`config.mk`:
```
export PLATFORM = sky130hd
export DESIGN_NAME = maj_netlist_sequencer_flat
export DESIGN_NICKNAME = d
export VERILOG_FILES = /design/src/rtl/maj_netlist_sequencer_pkg.sv /design/src/rtl/maj_netlist_sequencer_if.sv /design/src/rtl/maj_netlist_sequencer_maj3_unit.sv /design/src/rtl/maj_netlist_sequencer.sv /design/src/flat_wrapper.sv
export SDC_FILE = /design/constraint.sdc
export NUM_CORES = 1
export LEC_CHECK = 0
export CAP_MARGIN = 10
export CORE_MARGIN = 2
export CORE_UTILIZATION = 50
export CTS_BUF_LIST = sky130_fd_sc_hd__clkbuf_4 sky130_fd_sc_hd__clkbuf_8
export DETAILED_ROUTE_END_ITERATION = 8
export MAX_ROUTING_LAYER = met4
export PLACE_DENSITY = 0.8
export SETUP_SLACK_MARGIN = 0.05
export SLEW_MARGIN = 30
export SYNTH_ARGS = -nofsm -noshare
export SYNTH_HDL_FRONTEND = slang
export SYNTH_HIERARCHICAL = 1
export SYNTH_SLANG_ARGS = --single-unit
```
`constraint.sdc`:
```
create_clock -name clk -period 4.7 [get_ports clk]
set_input_delay 0.94 -clock clk [delete_from_list [all_inputs] [get_ports clk]]
set_output_delay 0.94 -clock clk [all_outputs]
set_load 0.05 [all_outputs]
```
`src/rtl/maj_netlist_sequencer_pkg.sv`:
```
// maj_seq_pkg: shared sizes, state encoding and gate record for the MAJ3 netlist sequencer
package maj_seq_pkg;
  localparam int NUM_IN    = 7;
  localparam int MAX_GATES = 16;
  localparam int SEL_W     = 5;
  localparam int GIDX_W    = 4;
  localparam int TT_W      = 2 ** NUM_IN;
  localparam int XI_W      = $clog2(NUM_IN + 1);
  localparam logic [SEL_W-1:0] SEL_CONST0 = '0;
  typedef enum logic [1:0] {IDLE, EVAL, DONE} state_e;
  typedef struct packed {
    logic             inv_c;
    logic [SEL_W-1:0] sel_c;
    logic             inv_b;
    logic [SEL_W-1:0] sel_b;
    logic             inv_a;
    logic [SEL_W-1:0] sel_a;
  } gate_t;
  function automatic int sel_base_gate();
    return NUM_IN + 1;
  endfunction
endpackage

```
`src/rtl/maj_netlist_sequencer_if.sv`:
```
// maj_netlist_sequencer_if: program-RAM write port, sweep control and truth-table result
interface maj_netlist_sequencer_if;
  import maj_seq_pkg::*;
  logic                       cfg_we;
  logic [GIDX_W-1:0]          cfg_addr;
  logic [3*(SEL_W+1)-1:0]     cfg_data;
  logic [GIDX_W:0]            num_gates;
  logic                       start;
  logic                       busy;
  logic                       done;
  logic                       err;
  logic [TT_W-1:0]            tt_out;
  modport master (
    output cfg_we, cfg_addr, cfg_data, num_gates, start,
    input  busy, done, err, tt_out
  );
  modport slave (
    input  cfg_we, cfg_addr, cfg_data, num_gates, start,
    output busy, done, err, tt_out
  );
endinterface

```
`src/rtl/maj_netlist_sequencer_maj3_unit.sv`:
```
// maj3_unit: the single shared evaluator, majority of three optionally inverted operands
module maj3_unit (
  input  logic       a_i,
  input  logic       b_i,
  input  logic       c_i,
  input  logic [2:0] inv_i,
  output logic       y_o
);
  logic a, b, c;
  assign a   = a_i ^ inv_i[0];
  assign b   = b_i ^ inv_i[1];
  assign c   = c_i ^ inv_i[2];
  assign y_o = (a & b) | (a & c) | (b & c);
endmodule

```
`src/rtl/maj_netlist_sequencer.sv`:
```
// maj_netlist_sequencer: walks every gate of a stored MAJ3 netlist over every minterm to build its truth table
module maj_netlist_sequencer
  import maj_seq_pkg::*;
(
  input logic                    clk,
  input logic                    rst,
  maj_netlist_sequencer_if.slave bus_if
);
  state_e                    state_q, state_d;
  logic [NUM_IN:0]           m_q, m_d;
  logic [GIDX_W-1:0]         g_q, g_d;
  logic [GIDX_W:0]           gn_q, gn_d;
  logic                      err_q, err_d;
  logic [TT_W-1:0]           tt_q, tt_d;
  logic [MAX_GATES-1:0]      gval_q, gval_d;
  gate_t                     ram_q [MAX_GATES];
  gate_t                     gate;
  logic [2:0][SEL_W-1:0]     sel;
  logic [2:0]                inv, opv, ope;
  logic                      y, start_ok, last_g, last_m;
  assign gate     = ram_q[g_q];
  assign sel      = {gate.sel_c, gate.sel_b, gate.sel_a};
  assign inv      = {gate.inv_c, gate.inv_b, gate.inv_a};
  assign start_ok = bus_if.num_gates != '0 && bus_if.num_gates <= (GIDX_W+1)'(MAX_GATES);
  assign last_g   = (GIDX_W+1)'(g_q) + 1'b1 == gn_q;
  assign last_m   = m_q == (NUM_IN+1)'(TT_W - 1);
  for (genvar i = 0; i < 3; i++) begin : g_op
    logic [SEL_W-1:0] gk;
    logic [XI_W-1:0]  xi;
    logic             is_x, is_g;
    assign xi      = XI_W'(sel[i] - SEL_W'(1));
    assign gk      = sel[i] - SEL_W'(sel_base_gate());
    assign is_x    = sel[i] != SEL_CONST0 && sel[i] <= SEL_W'(NUM_IN);
    assign is_g    = sel[i] >= SEL_W'(sel_base_gate()) && gk < SEL_W'(g_q);
    assign opv[i]  = is_x ? m_q[xi] : is_g & gval_q[gk[GIDX_W-1:0]];
    assign ope[i]  = sel[i] != SEL_CONST0 && !is_x && !is_g;
  end
  maj3_unit u_maj (
    .a_i  (opv[0]),
    .b_i  (opv[1]),
    .c_i  (opv[2]),
    .inv_i(inv),
    .y_o  (y)
  );
  assign bus_if.busy   = state_q == EVAL;
  assign bus_if.done   = state_q == DONE;
  assign bus_if.err    = err_q;
  assign bus_if.tt_out = tt_q;
  // Next state: accept a start, step g then m through the sweep, capture gate values and truth-table bits
  always_comb begin
    state_d = state_q;
    m_d     = m_q;
    g_d     = g_q;
    gn_d    = gn_q;
    err_d   = err_q;
    tt_d    = tt_q;
    gval_d  = gval_q;
    case (state_q)
      IDLE: begin
        if (bus_if.start && start_ok) begin
          state_d = EVAL;
          m_d     = '0;
          g_d     = '0;
          gn_d    = bus_if.num_gates;
          err_d   = 1'b0;
          tt_d    = '0;
        end else if (bus_if.start) begin
          err_d = 1'b1;
        end
      end
      EVAL: begin
        gval_d[g_q] = y;
        err_d       = err_q | (|ope);
        if (last_g) begin
          tt_d[m_q[NUM_IN-1:0]] = y;
          g_d     = '0;
          state_d = last_m ? DONE : EVAL;
          m_d     = last_m ? m_q : m_q + 1'b1;
        end else begin
          g_d = g_q + 1'b1;
        end
      end
      default: state_d = IDLE;
    endcase
    if (bus_if.cfg_we && state_q == EVAL) err_d = 1'b1;
  end
  // Sweep state and results; the program RAM survives reset
  always_ff @(posedge clk) begin
    if (rst) begin
      state_q <= IDLE;
      m_q     <= '0;
      g_q     <= '0;
      gn_q    <= '0;
      err_q   <= 1'b0;
      tt_q    <= '0;
      gval_q  <= '0;
    end else begin
      state_q <= state_d;
      m_q     <= m_d;
      g_q     <= g_d;
      gn_q    <= gn_d;
      err_q   <= err_d;
      tt_q    <= tt_d;
      gval_q  <= gval_d;
    end
  end
  // Program RAM takes writes only while no sweep is reading it
  always_ff @(posedge clk) begin
    if (bus_if.cfg_we && state_q != EVAL) ram_q[bus_if.cfg_addr] <= gate_t'(bus_if.cfg_data);
  end
endmodule

```
`src/flat_wrapper.sv`:
```
// flat-port wrapper written by rule: the top's interface ports become plain ports
module maj_netlist_sequencer_flat import maj_seq_pkg::*;
  (clk, rst, bus_if_cfg_we, bus_if_cfg_addr, bus_if_cfg_data, bus_if_num_gates, bus_if_start, bus_if_busy, bus_if_done, bus_if_err, bus_if_tt_out);
  maj_netlist_sequencer_if bus_if_i ();
  input logic clk;
  input logic rst;
  input wire logic [$bits(bus_if_i.cfg_we)-1:0] bus_if_cfg_we;
  input wire logic [$bits(bus_if_i.cfg_addr)-1:0] bus_if_cfg_addr;
  input wire logic [$bits(bus_if_i.cfg_data)-1:0] bus_if_cfg_data;
  input wire logic [$bits(bus_if_i.num_gates)-1:0] bus_if_num_gates;
  input wire logic [$bits(bus_if_i.start)-1:0] bus_if_start;
  output wire logic [$bits(bus_if_i.busy)-1:0] bus_if_busy;
  output wire logic [$bits(bus_if_i.done)-1:0] bus_if_done;
  output wire logic [$bits(bus_if_i.err)-1:0] bus_if_err;
  output wire logic [$bits(bus_if_i.tt_out)-1:0] bus_if_tt_out;
  assign bus_if_i.cfg_we = bus_if_cfg_we;
  assign bus_if_i.cfg_addr = bus_if_cfg_addr;
  assign bus_if_i.cfg_data = bus_if_cfg_data;
  assign bus_if_i.num_gates = bus_if_num_gates;
  assign bus_if_i.start = bus_if_start;
  assign bus_if_busy = bus_if_i.busy;
  assign bus_if_done = bus_if_i.done;
  assign bus_if_err = bus_if_i.err;
  assign bus_if_tt_out = bus_if_i.tt_out;
  maj_netlist_sequencer u_core (.clk(clk), .rst(rst), .bus_if(bus_if_i));
endmodule
```
==> metrics.cfg <==
[routing]
viasPerCell=6.16
vias=14276
drc=0
wire_per_inst_um=22.5
dr.pass1.iters=6
wirelength_um=52200
drt_iter0_drc=1364
antenna_left=0

[grt]
grt_pass1_wl_um=79500
track_usage_pct=26.0
overflow=0
antenna_found_initial=4
grt_start_max_net_pins=92
grt_pass1_vias=13887

[clock_network]
postCtsSetupBuffers=0
cts_buffer_depth=3
htree_levels=3
cts-root-buf=clkbuf_8
numClockSinks=456
path_clk_slew_ns=0.06
cts_hold_buf=0
post_cts_resized=0
cts_tree=yes
tritoncts.num_buffers=72
clkLatencyLatePin_ns=0.63

[setup_path]
worst_ep_arrival_time_ns=5.07
required_ns=5.25
startpoint_type=flop
cp_max_fo=28
path_class=flop to flop
cp-end-kind=flop

[die]
io-pin-count=162
dieArea_um2=41000
rows=72
core_area_um2=38700
fp.dieH_um=203
start_util_pct=50.9
die_x_um=203

[timing]
fin_crit_sh_pct=96.2
finalHoldViolCount=0
finalSetupViolations=0
tightest_slew_ns=0.985
relSlewSlack_pct=34.3
rsz0062_at_grt=no
fin_tns_setup_ns=0
drv_slew=0
period_needed_ns=4.52
skew_ns=0.0220
max_freq_mhz=221

[logic_synthesis]
ys_warn_count=6
yosys.area.top_type=edfxtp_1
avgSynthCellArea_um2=12.4
synth_cells=1584
syn_area_um2=19700
ys_async_sr_fraction_pct=0
syn_nets=1638
post_synth_num_cell_types=65
yosysSeqAreaShare_pct=61.0
synth_area_leaders=edfxtp_1 44%, dfxtp_1 17%, mux4_2 9.3%, a21oi_1 7.3%, o21ai_0 3.5%
synth.top_cell.area_share_pct=43.9
synth_edf_count=288
ys_ff_latch=456
yosys-top-cells-count=288 x edfxtp_1, 286 x a21oi_1, 176 x nand2_1, 168 x dfxtp_1, 138 x o21ai_0
ys_dominant_reg_cell=edfxtp_1
yosys.cell_count.top_type=edfxtp_1

[layout]
final_util_pct=60.6
area_delta_synth_final_pct=19.1
nNetsFinal=1805
layout-drive-gt1-share_pct=17.7

[place]
place_hpwl_um=32600
gp_congestion=0.933
place.port_buffers=161

[power_and_ir_drop]
vdd_ir_drop_max_mv=0.302
pwr_density_cell_nw_per_um2=378
leakagePower_uw=0.00760

[min_path]
hold_path_class=flop to flop

[run_status]
outcome=complete, no violations

[flow_run]
cap_viol_max_count=0

final timing paths:
path	start	to	slack [ns]	cells after the start
setup reg to reg	flop	u_core/bus_if.tt_out[124]	0.18	12
hold reg to reg	u_core/bus_if.tt_out[53]	u_core/bus_if.tt_out[53]	0.47	2
hold / removal	u_core/bus_if.tt_out[53]	u_core/bus_if.tt_out[53]	0.47	2
setup / recovery	flop	u_core/bus_if.tt_out[124]	0.18	12
flip-flops by register name, indices dropped and copies added (netlist names), named ones only:
name                  flops
u_core/state_q            2
u_core/g_q                4
u_core/gn_q               5
u_core/bus_if.err         1
u_core/m_q                8
u_core/bus_if.tt_out    128
u_core/ram_q            288
u_core/gval_q            16
metal layers:
layer | up-vias | global-route usage (%) | share of wire, %
met4 | 0 | 11.5 | 3.7
met2 | 833 | 42.5 | 50
li1 | 6307 | - | -
met1 | 6978 | 31.7 | 38
met5 | - | - | 0
met3 | 158 | 4.72 | 8.8
cell usage in the layout (no fill, tap or decap), types with 12 or more instances in the layout:
cell,instances
edfxtp_1,288
and4_1,12
a21oi_1,286
mux4_2,81
clkdlybuf4s50_1,160
nand3_1,24
nor2_1,30
clkbuf_4,29
o21ai_0,138
nor2_2,21
mux4_1,13
buf_4,59
nor3_1,15
dfxtp_1,164
ha_1,23
nand2_1,176
inv_1,22
mux2i_1,32
clkbuf_8,75
logic make-up after synthesis:
kind of cell / share of synthesized area [%]
flops: 61.0
fa+ha+maj: 1.52
compound gates: 12.4
simple gates: 8.03
xor+xnor: 0.578
buf+inv: 3.56
mux: 13.0
layout make-up:
type,instances,area [um2]
timing repair buffer,229,2240
tap,518,648
clock buffer,104,1250
antenna,4,10.0
inverter,23,86.3
fill,2923,15300
clock inverter,14,88.8
multi-input combinational,969,7130
sequential,456,12000
power by group:
group | internal [uW] | switching, uW | total [uW]
sequential | 4310 | 55.7 | 4370
combinational | 522 | 799 | 1320
clock | 1700 | 1490 | 3190
total | 6540 | 2340 | 8880
critical path, cell delays in order (launching register included):
cell and delay, ns:
dfxtp_2 0.56, buf_4 0.48, inv_2 0.21, mux2i_2 0.58, mux4_1 0.64, mux4_2 0.49, a31o_1 0.24, xor2_1 0.14
maj3_2 0.32, and4_1 0.20, buf_4 0.25, nand2_1 0.11, a21oi_1 0.18
per-stage QoR:
| stage | cells | setup slack [ns] | total power, uW | hold WS, ns | area (um2) |
|---|---|---|---|---|---|
| after detailed placement | 2187 | 0.277 | 5720 | 0.464 | 22000 |
| after global placement | 2187 | 0.363 | 5660 | 0.458 | 22000 |
| after global routing | 2317 | 0.0913 | 9190 | 0.486 | 23500 |
| after floorplan | 1584 | 0.111 | 5350 | 0.454 | 19700 |
| after CTS | 2305 | 0.259 | 8880 | 0.471 | 23400 |
| final | 2317 | 0.177 | 8880 | 0.472 | 23500 |
No activity file was read; power rests on OpenSTA's default activity.
